$ cat src/rtl/memory_arbiter.sv
`default_nettype none
// ============================================================================
// Module      : memory_arbiter
// Description : Arbitrates one shared single-port memory between an
//               instruction-fetch port and a data port. Data accesses win by
//               default, but a pending fetch is guaranteed a slot after at
//               most MAX_DATA_RUN consecutive data grants. An access that sees
//               no acknowledge for TIMEOUT granted cycles is aborted and
//               reported through o_error.
// Revision    : 1.0 - initial release
// ============================================================================
module memory_arbiter #(
    parameter int MAX_DATA_RUN = 4,
    parameter int TIMEOUT      = 255
) (
    input  logic        i_clk,
    input  logic        i_reset_n,

    // Instruction fetch port
    input  logic        i_if_req,
    input  logic [15:0] i_if_addr,
    output logic [31:0] o_if_data,
    output logic        o_if_ready,

    // Data port
    input  logic        i_dm_req,
    input  logic        i_dm_rw,
    input  logic [15:0] i_dm_addr,
    input  logic [31:0] i_dm_wdata,
    output logic [31:0] o_dm_rdata,
    output logic        o_dm_ready,

    // Shared memory side
    output logic        o_mem_req,
    output logic        o_mem_rw,
    output logic [15:0] o_mem_addr,
    output logic [31:0] o_mem_wdata,
    input  logic [31:0] i_mem_rdata,
    input  logic        i_mem_ack,

    // Status
    output logic        o_stall,
    output logic        o_error
);

    // The run counter is at least 3 bits wide and must be able to hold
    // MAX_DATA_RUN itself, since it saturates at that value.
    localparam int c_RUN_W = (MAX_DATA_RUN > 7) ? $clog2(MAX_DATA_RUN + 1) : 3;
    // The timeout counter only ever needs to reach TIMEOUT-1.
    localparam int c_TMO_W = (TIMEOUT > 1) ? $clog2(TIMEOUT) : 1;

    localparam logic [c_RUN_W-1:0] c_RUN_MAX = c_RUN_W'(MAX_DATA_RUN);
    localparam logic [c_RUN_W-1:0] c_RUN_ONE = c_RUN_W'(1);
    localparam logic [c_TMO_W-1:0] c_TMO_END = c_TMO_W'(TIMEOUT - 1);
    localparam logic [c_TMO_W-1:0] c_TMO_ONE = c_TMO_W'(1);

    typedef enum logic [1:0] {
        S_IDLE     = 2'd0,
        S_GRANT_IF = 2'd1,
        S_GRANT_DM = 2'd2,
        S_RESP     = 2'd3
    } state_t;

    state_t               r_state;
    state_t               w_next;

    logic [c_RUN_W-1:0]   r_run;
    logic [c_TMO_W-1:0]   r_tmo;

    logic                 r_mem_req;
    logic                 r_mem_rw;
    logic [15:0]          r_mem_addr;
    logic [31:0]          r_mem_wdata;
    logic [31:0]          r_if_data;
    logic [31:0]          r_dm_rdata;
    logic                 r_if_ready;
    logic                 r_dm_ready;
    logic                 r_error;

    logic                 w_run_sat;
    logic                 w_tmo_hit;
    logic                 w_pick_if;
    logic                 w_pick_dm;
    logic                 w_granted;

    // Arbitration decision, only acted upon while idle. The fetch overrides
    // a data request once the data port has used up its run allowance.
    assign w_run_sat = (r_run >= c_RUN_MAX);
    assign w_pick_dm = i_dm_req && !(i_if_req && w_run_sat);
    assign w_pick_if = i_if_req && !w_pick_dm;
    assign w_granted = (r_state == S_GRANT_IF) || (r_state == S_GRANT_DM);
    assign w_tmo_hit = (r_tmo == c_TMO_END);

    // State register
    always_ff @(posedge i_clk or negedge i_reset_n) begin
        if (!i_reset_n) begin
            r_state <= S_IDLE;
        end else begin
            r_state <= w_next;
        end
    end

    // Next-state logic: arbitrate in IDLE, leave a grant on ack or timeout,
    // spend exactly one cycle in RESP.
    always_comb begin
        w_next = r_state;
        case (r_state)
            S_IDLE: begin
                if (w_pick_dm) begin
                    w_next = S_GRANT_DM;
                end else if (w_pick_if) begin
                    w_next = S_GRANT_IF;
                end
            end
            S_GRANT_IF, S_GRANT_DM: begin
                if (i_mem_ack || w_tmo_hit) begin
                    w_next = S_RESP;
                end
            end
            S_RESP: begin
                w_next = S_IDLE;
            end
            default: begin
                w_next = S_IDLE;
            end
        endcase
    end

    // Fairness counter: counts data grants taken while a fetch was waiting.
    always_ff @(posedge i_clk or negedge i_reset_n) begin
        if (!i_reset_n) begin
            r_run <= '0;
        end else if (r_state == S_IDLE) begin
            if (!i_if_req || w_pick_if) begin
                r_run <= '0;
            end else if (w_pick_dm && !w_run_sat) begin
                r_run <= r_run + c_RUN_ONE;
            end
        end
    end

    // Watchdog on the granted access: restarts with every new grant and
    // advances on each granted cycle that passes without an acknowledge.
    always_ff @(posedge i_clk or negedge i_reset_n) begin
        if (!i_reset_n) begin
            r_tmo <= '0;
        end else if (r_state == S_IDLE) begin
            if (w_pick_dm || w_pick_if) begin
                r_tmo <= '0;
            end
        end else if (w_granted && !i_mem_ack && !w_tmo_hit) begin
            r_tmo <= r_tmo + c_TMO_ONE;
        end
    end

    // Memory-side request: the winning port's attributes are frozen at grant
    // time so the memory sees a stable request for the whole access.
    always_ff @(posedge i_clk or negedge i_reset_n) begin
        if (!i_reset_n) begin
            r_mem_req   <= 1'b0;
            r_mem_rw    <= 1'b0;
            r_mem_addr  <= '0;
            r_mem_wdata <= '0;
        end else begin
            case (r_state)
                S_IDLE: begin
                    if (w_pick_dm) begin
                        r_mem_req   <= 1'b1;
                        r_mem_rw    <= i_dm_rw;
                        r_mem_addr  <= i_dm_addr;
                        r_mem_wdata <= i_dm_wdata;
                    end else if (w_pick_if) begin
                        // Fetches are always reads; no write data applies.
                        r_mem_req   <= 1'b1;
                        r_mem_rw    <= 1'b0;
                        r_mem_addr  <= i_if_addr;
                        r_mem_wdata <= '0;
                    end
                end
                S_GRANT_IF, S_GRANT_DM: begin
                    if (i_mem_ack || w_tmo_hit) begin
                        r_mem_req <= 1'b0;
                    end
                end
                default: begin
                end
            endcase
        end
    end

    // Response side: capture read data for the granted port and raise its
    // one-cycle ready. A timed-out access returns zero data plus o_error.
    always_ff @(posedge i_clk or negedge i_reset_n) begin
        if (!i_reset_n) begin
            r_if_data  <= '0;
            r_dm_rdata <= '0;
            r_if_ready <= 1'b0;
            r_dm_ready <= 1'b0;
            r_error    <= 1'b0;
        end else begin
            r_if_ready <= 1'b0;
            r_dm_ready <= 1'b0;
            r_error    <= 1'b0;
            if (w_granted && (i_mem_ack || w_tmo_hit)) begin
                r_error <= !i_mem_ack;
                if (r_state == S_GRANT_IF) begin
                    r_if_ready <= 1'b1;
                    r_if_data  <= i_mem_ack ? i_mem_rdata : 32'h0;
                end else begin
                    r_dm_ready <= 1'b1;
                    r_dm_rdata <= i_mem_ack ? i_mem_rdata : 32'h0;
                end
            end
        end
    end

    assign o_mem_req   = r_mem_req;
    assign o_mem_rw    = r_mem_rw;
    assign o_mem_addr  = r_mem_addr;
    assign o_mem_wdata = r_mem_wdata;
    assign o_if_data   = r_if_data;
    assign o_if_ready  = r_if_ready;
    assign o_dm_rdata  = r_dm_rdata;
    assign o_dm_ready  = r_dm_ready;
    assign o_error     = r_error;

    // The pipeline stalls while any port has an outstanding, unfinished request.
    assign o_stall = (i_if_req & ~r_if_ready) | (i_dm_req & ~r_dm_ready);

endmodule
`default_nettype wire

$ cat config.mk
export PLATFORM = sky130hd
export DESIGN_NAME = memory_arbiter
export DESIGN_NICKNAME = d
export VERILOG_FILES = /design/src/rtl/memory_arbiter.sv
export SDC_FILE = /design/constraint.sdc
export NUM_CORES = 1
export LEC_CHECK = 0
export CORE_ASPECT_RATIO = 0.8
export CORE_UTILIZATION = 30
export DETAILED_ROUTE_END_ITERATION = 10
export MAX_ROUTING_LAYER = met4
export SYNTH_ARGS = -nofsm -noshare
export SYNTH_HDL_FRONTEND = slang
export SYNTH_SLANG_ARGS = --single-unit
$ cat constraint.sdc
create_clock -name i_clk -period 3.2 [get_ports i_clk]
set_input_delay 0.64 -clock i_clk [delete_from_list [all_inputs] [get_ports i_clk]]
set_output_delay 0.64 -clock i_clk [all_outputs]
set_load 0.01 [all_outputs]
# After elaboration in Yosys (flattened, before gate mapping)
# Cells that the tools add are included.
# totals
ff_bits,130
latchBits,0
ramBits,0
rom_bits,0
in_bits,102
output_inout_bits,118
word_cells,83
memories,0
# classes
n_addsub,2
n_mul,0
n_div,0
magnitude_cmp,1
eq_ne,7
shifts,0
n_mux,25
bitwise,6
reduce_logical,30
# op_table
op,count
$mux W32,3
$mux W16,2
$mux W8,3
$reduce_and A2 Y1,6
$mux W1,10
$add A8 B1 Y8 const B,1
$eq A8 B8 Y1 const B,1
$reduce_bool A2 Y1,4
$logic_and A1 B1 Y1,7
$logic_not A1 Y1,6
$mux W2,3
$mux W3,2
$pmux W2 S3,1
$eq A2 B2 Y1 const B,2
$logic_or A1 B1 Y1,4
$add A3 B1 Y3 const B,1
$ge A3 B3 Y1 const B,1
$ne A3 B3 Y1 const B,1
$not A1 Y1,3
$reduce_and A3 Y1,1
$and A1 B1 Y1,2
$eq A2 B1 Y1 const B,1
$logic_not A2 Y1,1
$ne A2 B1 Y1 const B,1
other kinds (4),4

# Longest topological paths before layout
# depth
depth_word,9
depth_mapped,8
ltp_nobuf,6

# Worst setup path before layout
# OpenSTA, ideal clock, no wires.
# synth_timing
path_kind,register to register
startpoint,register r_state[0]
endpoint,register r_tmo[2]
setup_ns,0.124
t_arrival_ns,1.731
required_ns,3.076
slack_ns,1.345
stages_incl_launch_ff,7
n_path_buf,0
period_less_slack_ns,1.855
cell_sequence,dfrtp_1 > inv_1 > ha_1 > or3b_1 > o21bai_4 > and2_4 > a211o_1
# synth_between
elab_chain_cells,6
elab_cells_between_ends,10
classes_between,eq/ne (3); mux (1); reduce/logical (6)
# synth_rtl
element,line_no,text
start: declaration,64,state_t r_state;
start signal: assignment,99,r_state <= w_next;
$eq A2 B1 Y1 / $eq A2 B2 Y1 (equally long branches),91,assign w_granted = (r_state == S_GRANT_IF) || (r_state == S_GRANT_DM);
$logic_or A1 B1 Y1,91,
$logic_and A1 B1 Y1 (2 in a row),151,end else if (w_granted && !i_mem_ack && !w_tmo_hit) begin
$reduce_bool A2 Y1 (no source line),-,
$reduce_and A2 Y1 (no source line),-,
end signal: assignment,152,r_tmo <= r_tmo + c_TMO_ONE;
end: declaration,68,logic [c_TMO_W-1:0] r_tmo;
# Parallel ways exist; a longest one is shown, timed or not.
# A chain may end at the register's enable or synchronous reset.

# Worst setup path in the final report
# layout_timing
startpoint,input i_if_req
endpoint,output o_stall
# layout_between
elab_chain_cells,2
# layout_rtl
element,line_no,text
start: declaration,20,"input logic i_if_req,"
$and A1 B1 Y1,228,assign o_stall = (i_if_req & ~r_if_ready) | (i_dm_req & ~r_dm_ready);
$or A1 B1 Y1,228,
end: declaration,42,"output logic o_stall,"
# No other way between the ends.

==> flow_summary.ini <==
[outcome]
outcome = complete, no violations

[power_and_ir_drop]
switching_share_pct = 34.13
leakage_nw = 3.500
p_int_w = 0.005419
comb_power_share_pct = 43.8
cellPowerDensity_mw_per_mm2 = 1003
power_switching_w = 0.002808
clockPowerShare_pct = 22.3
seq_power_share_pct = 33.9
ir_drop_mv = 0.4333
power_w = 0.008228

[clock_network]
cts_setup_buffers = 0
clkLatencyLatePin_ns = 0.41
cts_resized = 0
cts_inserted_buffers = 17
cts_buffer_depth = 2
cts_root_buf = clkbuf_16
clk_pin_slew_ns = 0.06
cts.htree.levels = 4
cts_hold_buf = 0
cts_tree = built
cts.sinks = 130

[drt]
viasPerCell = 4.839
top_layer = met4
drc = 0
drt-initial-drc-count = 187
route.met3.wl_um = 762
first_pass_iters = 6
antenna_left = 0
drt-met1-wl_um = 6909
routed_wl_um = 14820
avgRoutedWirePerCell_um = 17.07
num_vias = 4200
met2WireLength_um = 7035

[sta]
setup_viol = 0
slew_viol_final = 0
fmax_mhz = 365.8
finClkSkew_ns = 0.009099
slew_headroom_pct = 54.30
finalSetupTns_ns = 0
fin_crit_sh_pct = 85.43
hold_viol = 0
hold_ws_ns = 0.2395
rsz0062_at_grt = false
tightest_slew_ns = 0.6847
period_minus_slack_ns = 2.734

[global_routing]
gr-total-overflow = 0
track_usage_pct = 18.02
grt_pass1_vias = 4460
grt_max_degree = 71
antenna_found_initial = 0
grt_first_pass_wirelength_um = 24050

[setup_path]
r2r_cells = 6
crit_cells = 4
worst_path_max_delay_cell = clkdlybuf4s50_1
r2r_start = r_state[0]
crit_fanout = 5
path_class = input pin to output pin
crit_start = i_if_req
crit_path_start_kind = input pin
cp_cell_sequence = clkdlybuf4s50_1 -> inv_1 -> o22ai_1 -> clkdlybuf4s50_1
cp_common_cell = clkdlybuf4s50_1
cp_top_family = buffers and inverters
worstPathRequired_ns = 2.56
endpoint_kind = output pin
cp.arrival_ns = 2.09
slowest_delay_ns = 0.61
crit_buf_inv = 3

[synth]
synth_seq_cells = 130
synth.distinct_cells = 38
ys_top_cells_by_count = dfrtp_1 (130), o2bb2ai_1 (56), nand2_1 (50), a22o_1 (34), o21ai_0 (24)
synth_top_area_share_pct = 62.58
yosys_warnings = 0
syn_inst = 417
yosys_most_used_dff = dfrtp_1
synthesis.nets = 524
async_reset_ff_share_pct = 100.0
yosysSeqAreaShare_pct = 62.58
synth.most_common_cell = dfrtp_1
netlist_area_mm2 = 0.005199
avgSynthCellArea_um2 = 12.47
synth_edf_count = 0
yosys-top-cells-area = dfrtp_1 (63%), o2bb2ai_1 (9.4%), a22o_1 (5.7%)
synth_top_cell_by_area = dfrtp_1

[die]
coreArea_mm2 = 0.01676
rows = 42
ioPinCount = 220
die_y_um = 119.7
start_util_pct = 31.01
dieArea_mm2 = 0.01786
die_w_um = 149.2

[layout]
num_antenna_cells = 0
area_growth_syn_to_layout_pct = 57.74
final_nets = 742
fin_cells = 868
drive_above_1_share_pct = 8.333
fin_area_mm2 = 0.008200

[placement]
dpl.cell_count = 836
dpl_cell_area_mm2 = 0.007635
dp.final_hpwl_um = 9880
place.gp.congestion = 0.7490
port_buffers = 219

[flow_run]
drv_cap = 0

[min_path]
min_path_type = input pin to async pin
[registers in the layout, indices dropped and copies added, names as in the netlist]
| name | count |
|---|---|
| o_error | 1 |
| o_mem_addr | 16 |
| o_if_data | 32 |
| r_state | 2 |
| o_mem_wdata | 32 |
| o_dm_rdata | 32 |
| o_if_ready | 1 |
| o_mem_req | 1 |
| o_dm_ready | 1 |
| o_mem_rw | 1 |
| r_tmo | 8 |
| r_run | 3 |
[path summary, 6_finish.rpt]
check                                   to  slack [ns]
max                                o_stall        0.47
min                        o_mem_wdata[10]        0.24
max reg2reg                       r_tmo[2]        1.06
min reg2reg                  o_mem_addr[5]        0.48
max in group asynchronous    o_dm_rdata[5]        1.90
min in group i_clk           o_mem_addr[5]        0.48
[cells by family after synthesis]
group                    share of synthesized area (%)
AO/OA/AOI/OAI                                    21.49
XOR/XNOR                                        0.3370
AND/OR/NAND/NOR                                  7.221
flip-flops                                       62.58
multiplexers                                     3.514
adder cells (fa/ha/maj)                          1.203
buffers and inverters                            3.658
[layout by cell type (no fill, tap or decap), drive strengths merged, types with 2 or more instances in the layout]
| cell type | count |
|---|---|
| a211o | 3 |
| and2 | 3 |
| clkinv | 5 |
| o22ai | 3 |
| mux2i | 16 |
| nor2 | 8 |
| clkbuf | 20 |
| a22o | 34 |
| a32o | 8 |
| ha | 5 |
| nor3 | 2 |
| inv | 12 |
| nand2 | 50 |
| o21ai | 25 |
| clkinvlp | 5 |
| clkdlybuf4s50 | 218 |
| mux2 | 2 |
| o211ai | 3 |
| dfrtp | 130 |
| nor2b | 2 |
| buf | 13 |
| o2bb2ai | 56 |
| nand3 | 11 |
[final cells by class]
class / instances / area (um^2)
Fill cell: 1483 / 8563
Tap cell: 220 / 275.3
Inverter: 11 / 41.29
Clock buffer: 20 / 456.7
Sequential cell: 130 / 3253
Multi-Input combinational cell: 244 / 1773
Timing Repair Buffer: 231 / 2292
Clock inverter: 12 / 108.9
[power by group through the flow]
| stage | clock network (W) | logic, W | registers (W) |
|---|---|---|---|
| detailed placement | 0 | 0.00365 | 0.00278 |
| global placement | 0 | 0.00358 | 0.00278 |
| floorplan | 0 | 0.00138 | 0.00306 |
| finish | 0.00184 | 0.00360 | 0.00279 |
| CTS | 0.00189 | 0.00365 | 0.00279 |
| global route | 0.00198 | 0.00389 | 0.00288 |
[per-stage QoR]
stage | worst slack (ns) | utilization [%]
after floorplan | 1.346 | -
after global placement | 0.4394 | 45.54
after detailed placement | 0.4371 | 45.54
after CTS | 0.4366 | 48.92
after global routing | 0.4191 | 48.92
final | 0.4664 | 48.92
[routing by layer]
| layer | up-vias | track usage (%) |
|---|---|---|
| met5 | - | - |
| met4 | 0 | 4.783 |
| met3 | 8 | 5.057 |
| met2 | 114 | 27.73 |
| met1 | 2096 | 23.28 |
| li1 | 1982 | - |
[worst register-to-register path: cells and delay by family, from the launching register on]
family / cells / cell delay (ns)
AOI/OAI and AO/OA: 2 / 0.56
adders and majority gates: 1 / 0.37
buffers and inverters: 1 / 0.08
DFF: 1 / 0.38
and+or+nand+nor: 2 / 0.65
Power figures use the tool's default switching activity.
